## src/rtl/ball_motion_ctrl_pkg.sv

```systemverilog
// Shared definitions for the ball motion sequencer, the renderer and the brick logic.
//  - playfield geometry (screen size, ball radius, paddle placement)
//  - sequencer FSM state encoding
//  - serve velocity constants
//  - coordinate/velocity types and a clamp helper for serve placement
package ball_motion_ctrl_pkg;

  localparam int SCR_W     = 640;
  localparam int SCR_H     = 480;
  localparam int RADIUS    = 4;
  localparam int PADDLE_Y  = 440;
  localparam int PADDLE_HW = 32;

  typedef logic        [9:0]  coord_t;  // screen coordinate, unsigned pixels
  typedef logic signed [3:0]  vel_t;    // per-frame velocity, pixels/frame
  typedef logic signed [10:0] pos_t;    // signed working position during a step

  localparam vel_t LAUNCH_VX = 4'sd2;
  localparam vel_t LAUNCH_VY = -4'sd2;

  typedef enum logic [1:0] {
    ST_IDLE   = 2'd0,
    ST_SWEEP  = 2'd1,
    ST_COMMIT = 2'd2
  } state_t;

  // Clamp a coordinate into [lo, hi].
  function automatic coord_t clamp_coord(input coord_t v, input int lo, input int hi);
    if (int'(v) < lo) return coord_t'(lo);
    if (int'(v) > hi) return coord_t'(hi);
    return v;
  endfunction

endpackage

```

## src/rtl/ball_motion_ctrl_if.sv

```systemverilog
// Bus between game control / renderer and the ball motion sequencer.
//  master: drives frame_tick, launch, paddle_x; observes the committed ball state.
//  slave : the sequencer itself.
//  xs/ys hold slot i at [i*10 +: 10]; active is the committed slot-valid mask.
interface ball_motion_ctrl_if #(
  parameter int CNT = 3
);
  logic              frame_tick;
  logic              launch;
  logic [9:0]        paddle_x;
  logic [CNT*10-1:0] xs;
  logic [CNT*10-1:0] ys;
  logic [CNT-1:0]    active;
  logic              busy;
  logic              lost;
  logic              overrun;

  modport master (
    output frame_tick, launch, paddle_x,
    input  xs, ys, active, busy, lost, overrun
  );

  modport slave (
    input  frame_tick, launch, paddle_x,
    output xs, ys, active, busy, lost, overrun
  );
endinterface

```

## src/rtl/ball_motion_ctrl_ball_step.sv

```systemverilog
// ball_step: one frame of motion for a single ball (purely combinational).
//  in : x, y (centre), vx, vy (signed), paddle_x (paddle centre column)
//  out: nx, ny (new centre), nvx, nvy (new velocity), fell (ball dropped past the floor)
// Order: move, side walls, ceiling, paddle, floor. A paddle hit takes precedence over the floor.
module ball_step
  import ball_motion_ctrl_pkg::*;
#(
  parameter int SCR_W     = ball_motion_ctrl_pkg::SCR_W,
  parameter int SCR_H     = ball_motion_ctrl_pkg::SCR_H,
  parameter int RADIUS    = ball_motion_ctrl_pkg::RADIUS,
  parameter int PADDLE_Y  = ball_motion_ctrl_pkg::PADDLE_Y,
  parameter int PADDLE_HW = ball_motion_ctrl_pkg::PADDLE_HW
) (
  input  coord_t x,
  input  coord_t y,
  input  vel_t   vx,
  input  vel_t   vy,
  input  coord_t paddle_x,
  output coord_t nx,
  output coord_t ny,
  output vel_t   nvx,
  output vel_t   nvy,
  output logic   fell
);

  localparam pos_t MIN_C   = pos_t'(RADIUS);
  localparam pos_t MAX_X   = pos_t'(SCR_W - 1 - RADIUS);
  localparam pos_t FLOOR_Y = pos_t'(SCR_H - 1 - RADIUS);
  localparam pos_t PAD_TOP = pos_t'(PADDLE_Y);
  localparam pos_t PAD_REST = pos_t'(PADDLE_Y - RADIUS);
  localparam pos_t RAD     = pos_t'(RADIUS);
  localparam logic signed [11:0] HW = 12'(PADDLE_HW);

  pos_t               px, py;
  logic signed [11:0] dx, adx;
  logic               hit;

  // NOTE: combinational blocks use blocking '=' and assign every output first, so no latch is inferred.
  always_comb begin
    nvx = vx;
    nvy = vy;
    hit = 1'b0;

    px = $signed({1'b0, x}) + pos_t'(vx);
    if (px < MIN_C) begin
      px  = MIN_C;
      nvx = -vx;
    end else if (px > MAX_X) begin
      px  = MAX_X;
      nvx = -vx;
    end

    py = $signed({1'b0, y}) + pos_t'(vy);
    if (py < MIN_C) begin
      py  = MIN_C;
      nvy = -vy;
    end

    // Paddle only catches a descending ball on the frame its bottom edge crosses the paddle top.
    dx  = $signed({px[10], px}) - $signed({2'b00, paddle_x});
    adx = (dx < 12'sd0) ? -dx : dx;
    if ((vy > 4'sd0) && (py + RAD >= PAD_TOP) &&
        ($signed({1'b0, y}) + RAD < PAD_TOP) && (adx <= HW)) begin
      hit = 1'b1;
      py  = PAD_REST;
      nvy = -vy;
    end

    fell = !hit && (py > FLOOR_Y);

    nx = px[9:0];
    ny = py[9:0];
  end

endmodule

```

## src/rtl/ball_motion_ctrl.sv

```systemverilog
// ball_motion_ctrl: per-frame position sequencer for CNT balls.
//  clk, rst    : system clock, synchronous active-high reset
//  bus (slave) : frame_tick/launch/paddle_x in; xs/ys/active committed ball state,
//                busy (sweep in progress), lost (ball fell this sweep, commit pulse),
//                overrun (frame_tick arrived while busy) out.
// On frame_tick the committed state is copied to a shadow buffer, each slot is stepped
// one per cycle, and the shadow is committed in a single cycle so the renderer only ever
// sees whole frames. Serve requests are latched and placed directly into committed state
// while idle.
module ball_motion_ctrl
  import ball_motion_ctrl_pkg::*;
#(
  parameter int CNT       = 3,
  parameter int SCR_W     = ball_motion_ctrl_pkg::SCR_W,
  parameter int SCR_H     = ball_motion_ctrl_pkg::SCR_H,
  parameter int RADIUS    = ball_motion_ctrl_pkg::RADIUS,
  parameter int PADDLE_Y  = ball_motion_ctrl_pkg::PADDLE_Y,
  parameter int PADDLE_HW = ball_motion_ctrl_pkg::PADDLE_HW
) (
  input logic               clk,
  input logic               rst,
  ball_motion_ctrl_if.slave bus
);

  localparam int     IW      = (CNT > 1) ? $clog2(CNT) : 1;
  localparam coord_t SERVE_Y = coord_t'(PADDLE_Y - RADIUS - 1);

  // Committed state (visible to the renderer) and internal velocities.
  coord_t         xs_q [CNT];
  coord_t         ys_q [CNT];
  vel_t           vx_q [CNT];
  vel_t           vy_q [CNT];
  logic [CNT-1:0] act_q;

  // Shadow state worked on during a sweep.
  coord_t         sx_q  [CNT];
  coord_t         sy_q  [CNT];
  vel_t           svx_q [CNT];
  vel_t           svy_q [CNT];
  logic [CNT-1:0] sact_q;

  state_t         state;
  logic [IW-1:0]  idx;
  logic           busy_q, lost_q, overrun_q;
  logic           launch_pend, lost_flag;

  coord_t         step_nx, step_ny;
  vel_t           step_nvx, step_nvy;
  logic           step_fell;

  logic           free_ok;
  logic [IW-1:0]  free_idx;

  ball_step #(
    .SCR_W    (SCR_W),
    .SCR_H    (SCR_H),
    .RADIUS   (RADIUS),
    .PADDLE_Y (PADDLE_Y),
    .PADDLE_HW(PADDLE_HW)
  ) u_step (
    .x        (sx_q[idx]),
    .y        (sy_q[idx]),
    .vx       (svx_q[idx]),
    .vy       (svy_q[idx]),
    .paddle_x (bus.paddle_x),
    .nx       (step_nx),
    .ny       (step_ny),
    .nvx      (step_nvx),
    .nvy      (step_nvy),
    .fell     (step_fell)
  );

  // Lowest-index inactive slot receives a serve; scanning downward lets the lowest win.
  always_comb begin
    free_ok  = 1'b0;
    free_idx = '0;
    for (int i = CNT - 1; i >= 0; i--) begin
      if (!act_q[i]) begin
        free_ok  = 1'b1;
        free_idx = IW'(i);
      end
    end
  end

  // NOTE: the shadow buffer has no reset; it is always reloaded from committed state before use.
  always_ff @(posedge clk) begin
    if (state == ST_IDLE && bus.frame_tick) begin
      for (int i = 0; i < CNT; i++) begin
        sx_q[i]  <= xs_q[i];
        sy_q[i]  <= ys_q[i];
        svx_q[i] <= vx_q[i];
        svy_q[i] <= vy_q[i];
      end
      sact_q <= act_q;
    end else if (state == ST_SWEEP && sact_q[idx]) begin
      sx_q[idx] <= step_nx;
      sy_q[idx] <= step_ny;
      if (step_fell) begin
        sact_q[idx] <= 1'b0;
        svx_q[idx]  <= '0;
        svy_q[idx]  <= '0;
      end else begin
        svx_q[idx] <= step_nvx;
        svy_q[idx] <= step_nvy;
      end
    end
  end

  // NOTE: sequential state uses non-blocking '<=' so every register samples pre-edge values.
  always_ff @(posedge clk) begin
    if (rst) begin
      state       <= ST_IDLE;
      idx         <= '0;
      act_q       <= '0;
      busy_q      <= 1'b0;
      lost_q      <= 1'b0;
      overrun_q   <= 1'b0;
      launch_pend <= 1'b0;
      lost_flag   <= 1'b0;
      for (int i = 0; i < CNT; i++) begin
        xs_q[i] <= '0;
        ys_q[i] <= '0;
        vx_q[i] <= '0;
        vy_q[i] <= '0;
      end
    end else begin
      lost_q      <= 1'b0;
      overrun_q   <= 1'b0;
      launch_pend <= launch_pend | bus.launch;

      case (state)
        ST_IDLE: begin
          if (bus.frame_tick) begin
            state     <= ST_SWEEP;
            idx       <= '0;
            busy_q    <= 1'b1;
            lost_flag <= 1'b0;
          end else if (launch_pend) begin
            // A request arriving this very cycle stays pending for the next serve.
            launch_pend <= bus.launch;
            if (free_ok) begin
              act_q[free_idx] <= 1'b1;
              xs_q[free_idx]  <= clamp_coord(bus.paddle_x, RADIUS, SCR_W - 1 - RADIUS);
              ys_q[free_idx]  <= SERVE_Y;
              vx_q[free_idx]  <= LAUNCH_VX;
              vy_q[free_idx]  <= LAUNCH_VY;
            end
          end
        end

        ST_SWEEP: begin
          if (bus.frame_tick) overrun_q <= 1'b1;
          if (sact_q[idx] && step_fell) lost_flag <= 1'b1;
          if (idx == IW'(CNT - 1)) begin
            state <= ST_COMMIT;
          end else begin
            idx <= idx + 1'b1;
          end
        end

        ST_COMMIT: begin
          if (bus.frame_tick) overrun_q <= 1'b1;
          for (int i = 0; i < CNT; i++) begin
            xs_q[i] <= sx_q[i];
            ys_q[i] <= sy_q[i];
            vx_q[i] <= svx_q[i];
            vy_q[i] <= svy_q[i];
          end
          act_q  <= sact_q;
          lost_q <= lost_flag;
          busy_q <= 1'b0;
          state  <= ST_IDLE;
        end

        default: state <= ST_IDLE;
      endcase
    end
  end

  for (genvar g = 0; g < CNT; g++) begin : g_out
    assign bus.xs[g*10 +: 10] = xs_q[g];
    assign bus.ys[g*10 +: 10] = ys_q[g];
  end

  assign bus.active  = act_q;
  assign bus.busy    = busy_q;
  assign bus.lost    = lost_q;
  assign bus.overrun = overrun_q;

endmodule

```

## src/flat_wrapper.sv

```systemverilog
// flat-port wrapper written by rule: the top's interface ports become plain ports
module ball_motion_ctrl_flat import ball_motion_ctrl_pkg::*;
#(
  parameter int CNT       = 3,
  parameter int SCR_W     = ball_motion_ctrl_pkg::SCR_W,
  parameter int SCR_H     = ball_motion_ctrl_pkg::SCR_H,
  parameter int RADIUS    = ball_motion_ctrl_pkg::RADIUS,
  parameter int PADDLE_Y  = ball_motion_ctrl_pkg::PADDLE_Y,
  parameter int PADDLE_HW = ball_motion_ctrl_pkg::PADDLE_HW
)
  (clk, rst, bus_frame_tick, bus_launch, bus_paddle_x, bus_xs, bus_ys, bus_active, bus_busy, bus_lost, bus_overrun);
  ball_motion_ctrl_if #(.CNT(CNT)) bus_i ();
  input logic clk;
  input logic rst;
  input wire logic [$bits(bus_i.frame_tick)-1:0] bus_frame_tick;
  input wire logic [$bits(bus_i.launch)-1:0] bus_launch;
  input wire logic [$bits(bus_i.paddle_x)-1:0] bus_paddle_x;
  output wire logic [$bits(bus_i.xs)-1:0] bus_xs;
  output wire logic [$bits(bus_i.ys)-1:0] bus_ys;
  output wire logic [$bits(bus_i.active)-1:0] bus_active;
  output wire logic [$bits(bus_i.busy)-1:0] bus_busy;
  output wire logic [$bits(bus_i.lost)-1:0] bus_lost;
  output wire logic [$bits(bus_i.overrun)-1:0] bus_overrun;
  assign bus_i.frame_tick = bus_frame_tick;
  assign bus_i.launch = bus_launch;
  assign bus_i.paddle_x = bus_paddle_x;
  assign bus_xs = bus_i.xs;
  assign bus_ys = bus_i.ys;
  assign bus_active = bus_i.active;
  assign bus_busy = bus_i.busy;
  assign bus_lost = bus_i.lost;
  assign bus_overrun = bus_i.overrun;
  ball_motion_ctrl #(.CNT(CNT), .SCR_W(SCR_W), .SCR_H(SCR_H), .RADIUS(RADIUS), .PADDLE_Y(PADDLE_Y), .PADDLE_HW(PADDLE_HW)) u_core (.clk(clk), .rst(rst), .bus(bus_i));
endmodule
```

## config.mk

```make
export PLATFORM = sky130hd
export DESIGN_NAME = ball_motion_ctrl_flat
export DESIGN_NICKNAME = d
export VERILOG_FILES = /design/src/rtl/ball_motion_ctrl_pkg.sv /design/src/rtl/ball_motion_ctrl_if.sv /design/src/rtl/ball_motion_ctrl_ball_step.sv /design/src/rtl/ball_motion_ctrl.sv /design/src/flat_wrapper.sv
export SDC_FILE = /design/constraint.sdc
export NUM_CORES = 1
export LEC_CHECK = 0
export CAP_MARGIN = 30
export CORE_AREA = 2 2 156 158
export DETAILED_ROUTE_END_ITERATION = 8
export DIE_AREA = 0 0 158 160
export GPL_TIMING_DRIVEN = 0
export PLACE_DENSITY = 0.72
export SLEW_MARGIN = 20
export SYNTH_ARGS = -nofsm -noshare
export SYNTH_HDL_FRONTEND = slang
export SYNTH_SLANG_ARGS = --single-unit
```

## constraint.sdc

```tcl
create_clock -name clk -period 7.25 [get_ports clk]
set_clock_uncertainty 0.15 [all_clocks]
set_input_delay 0.725 -clock clk [delete_from_list [all_inputs] [get_ports clk]]
set_output_delay 0.725 -clock clk [all_outputs]
set_load 0.01 [all_outputs]
```

==> qor.csv <==
metric,value,unit
status,"complete, no violations",
# port buffers,79,
initial drt markers,1107,
Vias,9777,
Leakage,5.12,nW
critical path required time,7.40,ns
worst reg2reg endpoint,u_core.svx_q[2][1]$_DFFE_PP_,
antenna cell count,0,
maxcap violations,0,
die width,158,µm
initial antenna violation count,1,
Num CTS Buffers,23,
layout cell share with drive strength beyond 1,14.6,%
post-DP HPWL,25000,µm
Final Cycle Share,98.3,%
CP Class,reg -> reg,
R2R setup slack,0.12,ns
WL final,35300,µm
largest family of logic cells by synthesized area,simple AND/OR/NAND/NOR gates,
final number of setup-violating endpoints,0,
# clock sinks,213,
Initial Utilization,49.0,%
Final Hold Viols,0,
FP Rows,57,
Final Max Slew Viols,0,
mux cell area share after synthesis,11.6,%
Multi-input gate area,0.00579,mm²
Critical Path End,u_core.svx_q[2][1]$_DFFE_PP_,
total power,4.42,mW
Pre-antenna DRT Iters,6,
Total GRT Usage,27.4,%
Root Driver,clkbuf_16,
Worst-Margin Slew,0.981,ns
register area share after synthesis,49.0,%
top-level port count,80,
power per cell area,311,mW/mm²
FF+latch area,0.00572,mm²
Final Critical Period,7.13,ns
"FF+latch count, synth",213,
fmax,140,MHz
critical path capture point type,register,
Avg WL per Cell,22.0,µm
Die Y,160,µm
Crit path top cell by count,buf_12,
worst skew pair latency,0.52,ns
core region area,0.0238,mm²
DP Cell Count,1529,
CTS max path bufs,3,
synth unique cells,82,
clock-pin slew on the worst setup and hold paths,0.06,ns
setup tns final,0,ns
syn_area_per_cell,10.4,µm²
full die area,0.0253,mm²
Routed Antenna Nets,0,
R2R cell count,29,
ys flop type,edfxtp_1,
hold_buf cts,0,
"Max FO, Critical Path",10,
Post-Synth Simple-Gate Area,14.9,%
first-pass GRT wire length,53200,µm
Residual DRC,0,
synth top area cells,"edfxtp_1 (37%), dfxtp_1 (12%), nand2_1 (5.0%)",
post-synth top area cell,edfxtp_1,
area grow syn2layout,21.7,%
post-synthesis xor/xnor area fraction,1.58,%
Critical-path top delay cell,or4_4,
Post-Syn Nets,1182,
"Async S/R FF share, synth",0,%
"EDFF count, synth",145,
TritonCTS clock tree,built,
worst endpoint data arrival time,7.28,ns
vias in the first global route,9328,
largest net degree at the start of global routing,21,
gpl congestion,0.900,
Synth Warn #,0,
Synth Area in Adders,5.12,%
fill count,1984,
Worst setup SP type,register,
mapped cell area,0.0117,mm²
grt total ovfl,0,
max incr delay on CP,0.58,ns
fin cells,1600,
vias per std cell,6.11,
share of the synthesized area in the top cell type,37.3,%
Slew headroom,34.6,%
H-tree level count,1,
Cells after Synth,1122,
maximum vdd ir drop,0.212,mV
Layout Nets,1320,
post-synthesis compound-gate area fraction,14.2,%
Hold Path Class,reg -> reg,
[state kept, by name (all words and copies together) (netlist names), named ones only]
name / cells
u_core.svy_q: 16
u_core.ys_q: 30
u_core.idx: 2
u_core.bus.overrun: 1
u_core.sact_q: 3
u_core.sy_q: 40
u_core.bus.lost: 1
u_core.launch_pend: 1
u_core.state: 2
u_core.xs_q: 30
u_core.bus.busy: 1
u_core.vy_q: 12
u_core.bus.active: 3
u_core.lost_flag: 1
u_core.sx_q: 40
u_core.svx_q: 16
u_core.vx_q: 12
[metal layers]
layer / global-route usage (%) / routed length (µm) / up-vias
met2: 41.5 / 15800 / 550
li1: - / - / 4428
met5: 0 / 0 / -
met3: 5.92 / 3830 / 67
met1: 39.9 / 14600 / 4732
met4: 7.45 / 962 / 0
[where the power goes]
part | switching [mW] | total [mW] | internal (mW)
combinational | 1.16 | 1.87 | 0.708
sequential | 0.0436 | 1.44 | 1.39
clock | 0.479 | 1.12 | 0.636
total | 1.68 | 4.42 | 2.74
[layout make-up]
| type | instances | share of cell area, % |
|---|---|---|
| multi-input cells | 802 | 40.8 |
| flip-flops and latches | 213 | 40.3 |
| repair buffers | 115 | 7.59 |
| clock buffers | 30 | 4.38 |
| well taps | 324 | 2.85 |
| plain buffers | 59 | 2.40 |
| inverters | 46 | 1.22 |
| clock inverters | 11 | 0.520 |
[cells in the final DEF, fill, tap and decap left out, types with 7 or more instances in the layout]
cell type and n:
and3_1 10, o21a_1 7, xnor2_1 13, o31ai_1 20, nand2_1 157, ha_1 40, o21ai_0 105, a21oi_1 26
inv_1 44, and2_1 8, clkbuf_16 24, mux2_2 15, nor3_1 21, clkdlybuf4s50_1 79, nand3_1 47, nand2b_1 8
a31oi_1 9, dfxtp_1 66, nor2_1 78, mux2i_1 58, mux4_2 26, edfxtp_1 145, o211ai_1 7, o21ai_2 7
buf_4 32, buf_1 14, clkbuf_1 39
[cells in the mapped netlist, drive strengths merged (23+ instances only)]
master	n
clkbuf	39
mux2i	59
nand2	157
nand3	47
inv	45
dfxtp	68
ha	43
mux4	26
a21oi	32
nor3	23
nor2	81
edfxtp	145
o21ai	121
[kinds of logic (layout without fill, tap and decap cells)]
logic type / Yosys count / count (layout)
buffers and inverters: 107 / 261
multiplexers: 100 / 100
XOR/XNOR: 21 / 21
AO/OA/AOI/OAI: 257 / 257
flip-flops: 213 / 213
AND/OR/NAND/NOR: 378 / 378
adder cells (fa/ha/maj): 46 / 46
[per-stage QoR]
stage | cell area [µm²] | setup WS [ns] | hold slack, ns | util (%)
after floorplan | 11700 | 0.0431 | 0.273 | -
after global placement | 12900 | -2.04 | 0.320 | 54.1
after detailed placement | 12900 | -1.78 | 0.320 | 54.3
after CTS | 13900 | 0.0358 | 0.333 | 58.5
after global routing | 14200 | -0.0702 | 0.357 | 59.6
final | 14200 | 0.123 | 0.334 | 59.6
[worst min-delay path by stage]
stage,from,end,cells past startpoint
2_1_floorplan,u_core.lost_flag$_SDFFE_PP0P_,u_core.bus.lost$_SDFF_PP0_,1
3_3_place_gp,u_core.bus.busy$_SDFFE_PP0P_,u_core.bus.busy$_SDFFE_PP0P_,2
3_5_place_dp,u_core.bus.busy$_SDFFE_PP0P_,u_core.bus.busy$_SDFFE_PP0P_,2
4_1_cts,u_core.bus.busy$_SDFFE_PP0P_,u_core.bus.busy$_SDFFE_PP0P_,2
5_1_grt,u_core.bus.busy$_SDFFE_PP0P_,u_core.bus.busy$_SDFFE_PP0P_,2
6_report,u_core.bus.busy$_SDFFE_PP0P_,u_core.bus.busy$_SDFFE_PP0P_,2
[worst max-delay path, delay by kind of cell, from the launching register on]
| kind | cells | cell delay (ns) |
|---|---|---|
| adder cells (fa/ha/maj) | 3 | 0.91 |
| multiplexers | 1 | 0.53 |
| AND/OR/NAND/NOR | 6 | 1.39 |
| AO/OA/AOI/OAI | 9 | 2.11 |
| flip-flops | 1 | 0.38 |
| buffers and inverters | 8 | 1.08 |
| XOR/XNOR | 2 | 0.35 |
[timing repair]
action                                  CTS  global route
cloned                                    1             0
hold endpoints to repair                  0             0
endpoints found under the setup margin   76            76
gates resized for setup                  59            27
pin swaps                                 8            16
buffers inserted                          8            22
(Power assumes the default switching activity.)
